--- src/rtl/adder_pipe.sv ---
// adder_pipe: pipelined unsigned adder, one CHUNK-bit carry segment per stage,
// with valid/ready handshakes on both sides and a global stall.
//
// Parameters:
//   WIDTH   operand width (>=1, divisible by STAGES)
//   STAGES  pipeline depth / number of carry chunks (>=1)
// Ports:
//   clk, rst           rising-edge clock, async active-high reset
//   in_valid/in_ready  operand handshake (in_ready depends only on output side)
//   a, b               unsigned operands
//   sub                subtract select (only with ADDER_PIPE_SUB_EN)
//   out_valid/out_ready result handshake
//   sum                WIDTH+1 result, MSB is carry-out (add) or borrow (sub)
// Optional feature macro: ADDER_PIPE_SUB_EN enables the sub port.
module adder_pipe #(
  parameter int unsigned WIDTH  = 8,
  parameter int unsigned STAGES = 2
) (
  input  logic             clk,
  input  logic             rst,
  input  logic             in_valid,
  output logic             in_ready,
  input  logic [WIDTH-1:0] a,
  input  logic [WIDTH-1:0] b,
`ifdef ADDER_PIPE_SUB_EN
  input  logic             sub,
`endif
  output logic             out_valid,
  input  logic             out_ready,
  output logic [WIDTH:0]   sum
);

  localparam int unsigned CHUNK = (STAGES == 0) ? 1 : WIDTH / STAGES;

  // Reject illegal configurations at elaboration.
  if (STAGES == 0) begin : g_bad_stages
    $error("adder_pipe: STAGES must be >= 1");
  end else if ((WIDTH == 0) || ((WIDTH % STAGES) != 0)) begin : g_bad_width
    $error("adder_pipe: WIDTH must be >= 1 and divisible by STAGES");
  end

  // Global stall: everything moves only when the output slot is free or draining.
  logic advance;
  assign advance  = !out_valid || out_ready;
  assign in_ready = advance;

  logic sub_in;
`ifdef ADDER_PIPE_SUB_EN
  assign sub_in = sub;
`else
  assign sub_in = 1'b0;
`endif

  for (genvar k = 0; k < STAGES; k++) begin : g_stg
    // Registered state of this stage
    logic             v_q, c_q, s_q;
    logic [WIDTH-1:0] a_q, b_q, r_q;
    // Values arriving from the previous stage (or the input port)
    logic             v_d, c_d, s_d;
    logic [WIDTH-1:0] a_d, b_d, r_d;
    logic [CHUNK:0]   part;
    logic [WIDTH-1:0] r_n;
    logic             c_n;

    if (k == 0) begin : g_first
      // Subtraction is a + ~b + 1: invert b once here, seed carry with sub.
      assign v_d = in_valid;
      assign a_d = a;
      assign b_d = b ^ {WIDTH{sub_in}};
      assign r_d = '0;
      assign c_d = sub_in;
      assign s_d = sub_in;
    end else begin : g_next
      assign v_d = g_stg[k-1].v_q;
      assign a_d = g_stg[k-1].a_q;
      assign b_d = g_stg[k-1].b_q;
      assign r_d = g_stg[k-1].r_q;
      assign c_d = g_stg[k-1].c_q;
      assign s_d = g_stg[k-1].s_q;
    end

    // Chunk adder for this stage
    assign part = (CHUNK+1)'(a_d[k*CHUNK +: CHUNK])
                + (CHUNK+1)'(b_d[k*CHUNK +: CHUNK])
                + (CHUNK+1)'(c_d);

    // Merge the new chunk into the partial result travelling with the entry
    always_comb begin
      r_n = r_d;
      r_n[k*CHUNK +: CHUNK] = part[CHUNK-1:0];
    end

    // Last stage stores borrow (inverted carry) for subtracts so sum is a pure register.
    if (k == STAGES - 1) begin : g_last_carry
      assign c_n = part[CHUNK] ^ s_d;
    end else begin : g_mid_carry
      assign c_n = part[CHUNK];
    end

    always_ff @(posedge clk or posedge rst) begin
      if (rst) begin
        v_q <= 1'b0;
        c_q <= 1'b0;
        s_q <= 1'b0;
        a_q <= '0;
        b_q <= '0;
        r_q <= '0;
      end else if (advance) begin
        v_q <= v_d;
        c_q <= c_n;
        s_q <= s_d;
        a_q <= a_d;
        b_q <= b_d;
        r_q <= r_n;
      end
    end
  end

  assign out_valid = g_stg[STAGES-1].v_q;
  assign sum       = {g_stg[STAGES-1].c_q, g_stg[STAGES-1].r_q};

  // Operand copies and mode bit in the final stage have no consumer.
  logic unused_tail;
  assign unused_tail = ^{g_stg[STAGES-1].a_q, g_stg[STAGES-1].b_q, g_stg[STAGES-1].s_q};

endmodule

--- config.mk ---
export PLATFORM = sky130hd
export DESIGN_NAME = adder_pipe
export DESIGN_NICKNAME = d
export VERILOG_FILES = /design/src/rtl/adder_pipe.sv
export SDC_FILE = /design/constraint.sdc
export NUM_CORES = 1
export LEC_CHECK = 0
export CAP_MARGIN = 20
export CORE_MARGIN = 1.5
export CORE_UTILIZATION = 38
export CTS_CLUSTER_SIZE = 30
export DETAILED_ROUTE_END_ITERATION = 12
export PLACE_DENSITY_LB_ADDON = 0.3
export RECOVER_POWER = 25
export SLEW_MARGIN = 20
export SYNTH_ARGS = -nofsm -noshare
export SYNTH_HDL_FRONTEND = slang
export SYNTH_SLANG_ARGS = --single-unit
--- constraint.sdc ---
create_clock -name clk -period 3.1 [get_ports clk]
set_input_delay 0.62 -clock clk [delete_from_list [all_inputs] [get_ports clk]]
set_output_delay 0.62 -clock clk [all_outputs]
set_load 0.005 [all_outputs]
# After elaboration in Yosys (flattened, before gate mapping)
# Index checks and enable logic that the tools add are counted.
[word_totals] regBits=32 latch_bits=0 ram_bits=0 romBits=0 input_bits=20 output_inout_bits=11 memories=0
[classes] n_addsub=3 n_mul=0 n_div=0 order_cmp=0 eq_ne=0 shifts=0 muxes=0 bitwise=0 reduce_logical=2
[op_table] cell="$add A4 B4 Y5" count=2
[op_table] cell="$add A5 B1 Y5" count=1
[op_table] cell="$logic_not A1 Y1" count=1
[op_table] cell="$logic_or A1 B1 Y1" count=1

# Logic depth before layout (Yosys ltp)
[logic_depth] ltp_word=2 mapped_depth=6 mapped_depth_nobuf=6

# Least setup slack after synthesis
# OpenSTA, ideal clock, no wires.
[synth_timing] kind="input -> output" startpoint="input port out_ready" endpoint="output port in_ready" arrival_time_ps=1009 setup_slack_ps=1471 cell_stages=4 path_buffers=2 cell_sequence="nor2b_4 > inv_2 > buf_6 > buf_6"
[synth_via] elab_chain_cells=1
[synth_rtl] item="start: declaration" line_no="29" rtl="input logic out_ready,"
[synth_rtl] item="$logic_or A1 B1 Y1" line_no="44" rtl="assign advance = !out_valid || out_ready;"
[synth_rtl] item="end: declaration" line_no="22" rtl="output logic in_ready,"
# Every way passes these cells.

# Worst setup path in the final report
# Same ends and word-level chain as after synthesis.

==> results.py <==
metrics = {
    "cells_and_area": {
        "seqCellArea_um2": 601,
        "final_common_cell": "nand2_1",
        "fillerInstances": 296,
        "area_delta_synth_final_pct": 28.6,
        "final_cell_mix": "nand2_1, clkdlybuf4s50_1, dfrtp_1",
        "multi_input_area_um2": 507,
        "drive_gt1_frac": 0.0654,
        "diodes": 0,
        "nets": 184,
    },
    "clock_tree": {
        "cts_buffer_depth": 2,
        "holdBufCountCts": 0,
        "cts_max_level": 1,
        "post_cts_buffers": 0,
        "cts_tree": "built",
        "clkSinkCount": 24,
        "clk_pin_slew_ns": 0.13,
        "cts_root_buffer": "clkbuf_4",
        "clock_latency_ns": 0.31,
        "numCtsBuffers": 3,
        "ctsResizeCount": 0,
    },
    "global_route": {
        "grt_pass1_wl_um": 3320,
        "track_usage": 0.126,
        "grt_pass1_vias": 826,
        "grt_max_degree": 29,
        "gr-total-overflow": 0,
        "antenna_found_initial": 0,
    },
    "timing": {
        "hold_viol": 0,
        "setup_violations": 0,
        "setup_tns_ns": 0,
        "maxSlewViolCount": 0,
        "holdWs_ns": 0.480,
        "worst_pin_slew_ns": 1.19,
        "finalCriticalPeriod_ns": 2.46,
        "skew_ns": 0.00675,
        "fmax_mhz": 406,
        "rsz0062_at_grt": "no",
        "slew_headroom": 0.204,
        "post-route-period-util": 0.794,
    },
    "floorplan": {
        "fp.dieH_um": 58.9,
        "start_util": 0.395,
        "io_pins": 31,
        "row_count": 20,
        "die_w_um": 58.9,
        "coreArea_um2": 3000,
        "dieArea_um2": 3470,
    },
    "logic_synthesis": {
        "yosys-top-cells-area": "dfrtp_1, nand2_1, ha_1",
        "synth.distinct_cells": 19,
        "synthDominantCellAreaShare": 0.506,
        "ys_seq_area_frac": 0.506,
        "postSynthAreaPerCell_um2": 9.65,
        "netlist_instances": 123,
        "synth_area_um2": 1190,
        "ys_seq_elements": 24,
        "syn-num-nets": 153,
        "yosysWarnings": 0,
        "synth_top_cell_by_area": "dfrtp_1",
    },
    "detailed_routing": {
        "drt-pass1-iter-count": 4,
        "viasPerCell": 4.64,
        "wirelength_um": 1990,
        "vias": 863,
        "drt_iter0_drc": 20,
        "routedWlPerCell_um": 10.7,
        "remaining_drc_errors": 0,
        "drtAntennaViolNets": 0,
    },
    "place": {
        "port_buffers": 30,
        "dp_hpwl_um": 1560,
        "gp_congestion": 0.730,
    },
    "power": {
        "p_leak_uw": 0.000746,
        "power_density_nw_per_um2": 571,
        "p_int_uw": 622,
        "power_switching_share": 0.286,
        "clkPwrFrac": 0.188,
        "pwr-share-comb": 0.329,
        "seq_power_share": 0.484,
        "p_switching_uw": 249,
        "ir_worst_vdd_v": 0.000174,
    },
    "outcome": {
        "outcome": "finished, final reports clean",
    },
    "critical_path": {
        "worstPathRequired_ns": 2.48,
        "reg2reg_from": "out_valid$_DFFE_PP0P_",
        "start_kind": "input port",
        "end_kind": "output pin",
        "worst_ep_arrival_time_ns": 1.84,
        "worstPathMaxFanout": 2,
        "critPathKind": "in -> out",
        "cp-startpoint": "out_ready",
    },
    "min_path": {
        "min-delay-path-class": "reg -> reg",
        "holdCritStartpoint": "g_stg[0].v_q$_DFFE_PP0P_",
    },
    "run": {
        "drv_cap": 0,
    },
}
per-stage QoR:
step / setup WS [ns] / instances / util / instance area, um2 / total power, uW
floorplan: 1.47 / 123 / - / 1190 / 586
global placement: 0.739 / 182 / 0.498 / 1490 / 712
detailed placement: 0.740 / 182 / 0.498 / 1490 / 723
CTS: 0.732 / 186 / 0.510 / 1530 / 886
global route: 0.611 / 186 / 0.508 / 1530 / 936
finish: 0.639 / 186 / 0.508 / 1530 / 871
logic make-up (layout without fill, tap and decap cells):
family	Yosys count	count (layout)	share of synthesized area
and+or+nand+nor	55	55	0.189
AOI/OAI and AO/OA	16	16	0.0843
buffers and inverters	14	44	0.0674
DFF	24	24	0.506
xor gates and xnor gates	4	4	0.0295
adders and majority gates	10	10	0.124
cells in the mapped netlist:
cell and number:
a21o_1 2, a21oi_1 4, a21oi_2 4, buf_2 1, buf_4 3, buf_6 2, dfrtp_1 24, fa_1 3
ha_1 7, inv_1 7, inv_2 1, nand2_1 43, nand2b_1 1, nor2_1 8, nor2b_1 2, nor2b_4 1
o21ai_0 5, o21ai_1 1, xor2_1 4
worst max-delay path, cell delays in order:
cell             delay [ns]
dlygate4sd3_1          0.58
nor2b_4                0.05
inv_1                  0.09
clkdlybuf4s50_1        0.50
path summary, 6_finish.rpt:
kind,endpoint,slack (ns),cells past startpoint
worst max-delay path,in_ready,0.64,4
worst min-delay path,g_stg[0].v_q$_DFFE_PP0P_,0.48,2
worst max register to register,g_stg[0].a_q[5]$_DFFE_PP0P_,1.23,4
worst min register to register,g_stg[0].v_q$_DFFE_PP0P_,0.48,2
max in group asynchronous,g_stg[1].r_q[4]$_DFFE_PP0P_,1.76,2
min in group asynchronous,out_valid$_DFFE_PP0P_,0.79,2
per-layer routing:
layer  routed length [um]  vias up  track usage
met2                 1060       17        0.222
met1                  871      403        0.150
met3                   45        2       0.0132
li1                     -      441            -
met4                   15        0       0.0682
met5                    0        -            0
power groups by stage:
stage | Sequential, uW | Combinational (uW) | Clock [uW]
CTS | 423 | 294 | 170
detailed placement | 430 | 293 | 0
floorplan | 428 | 158 | 0
global placement | 426 | 286 | 0
global route | 430 | 324 | 182
finish | 421 | 286 | 164
sequential cells by signal, summed over array words and instances (netlist names):
| signal | cells |
|---|---|
| out_valid | 1 |
| g_stg.b_q | 4 |
| g_stg.a_q | 4 |
| g_stg.v_q | 1 |
| g_stg.r_q | 12 |
| g_stg.c_q | 2 |
layout make-up:
cell class / count / share of cell area
Timing Repair Buffer: 32 / 0.204
Multi-Input combinational cell: 85 / 0.332
Inverter: 8 / 0.0197
Clock buffer: 4 / 0.0238
Tap cell: 33 / 0.0270
Sequential cell: 24 / 0.393
No activity file was read; power rests on OpenSTA's default activity.
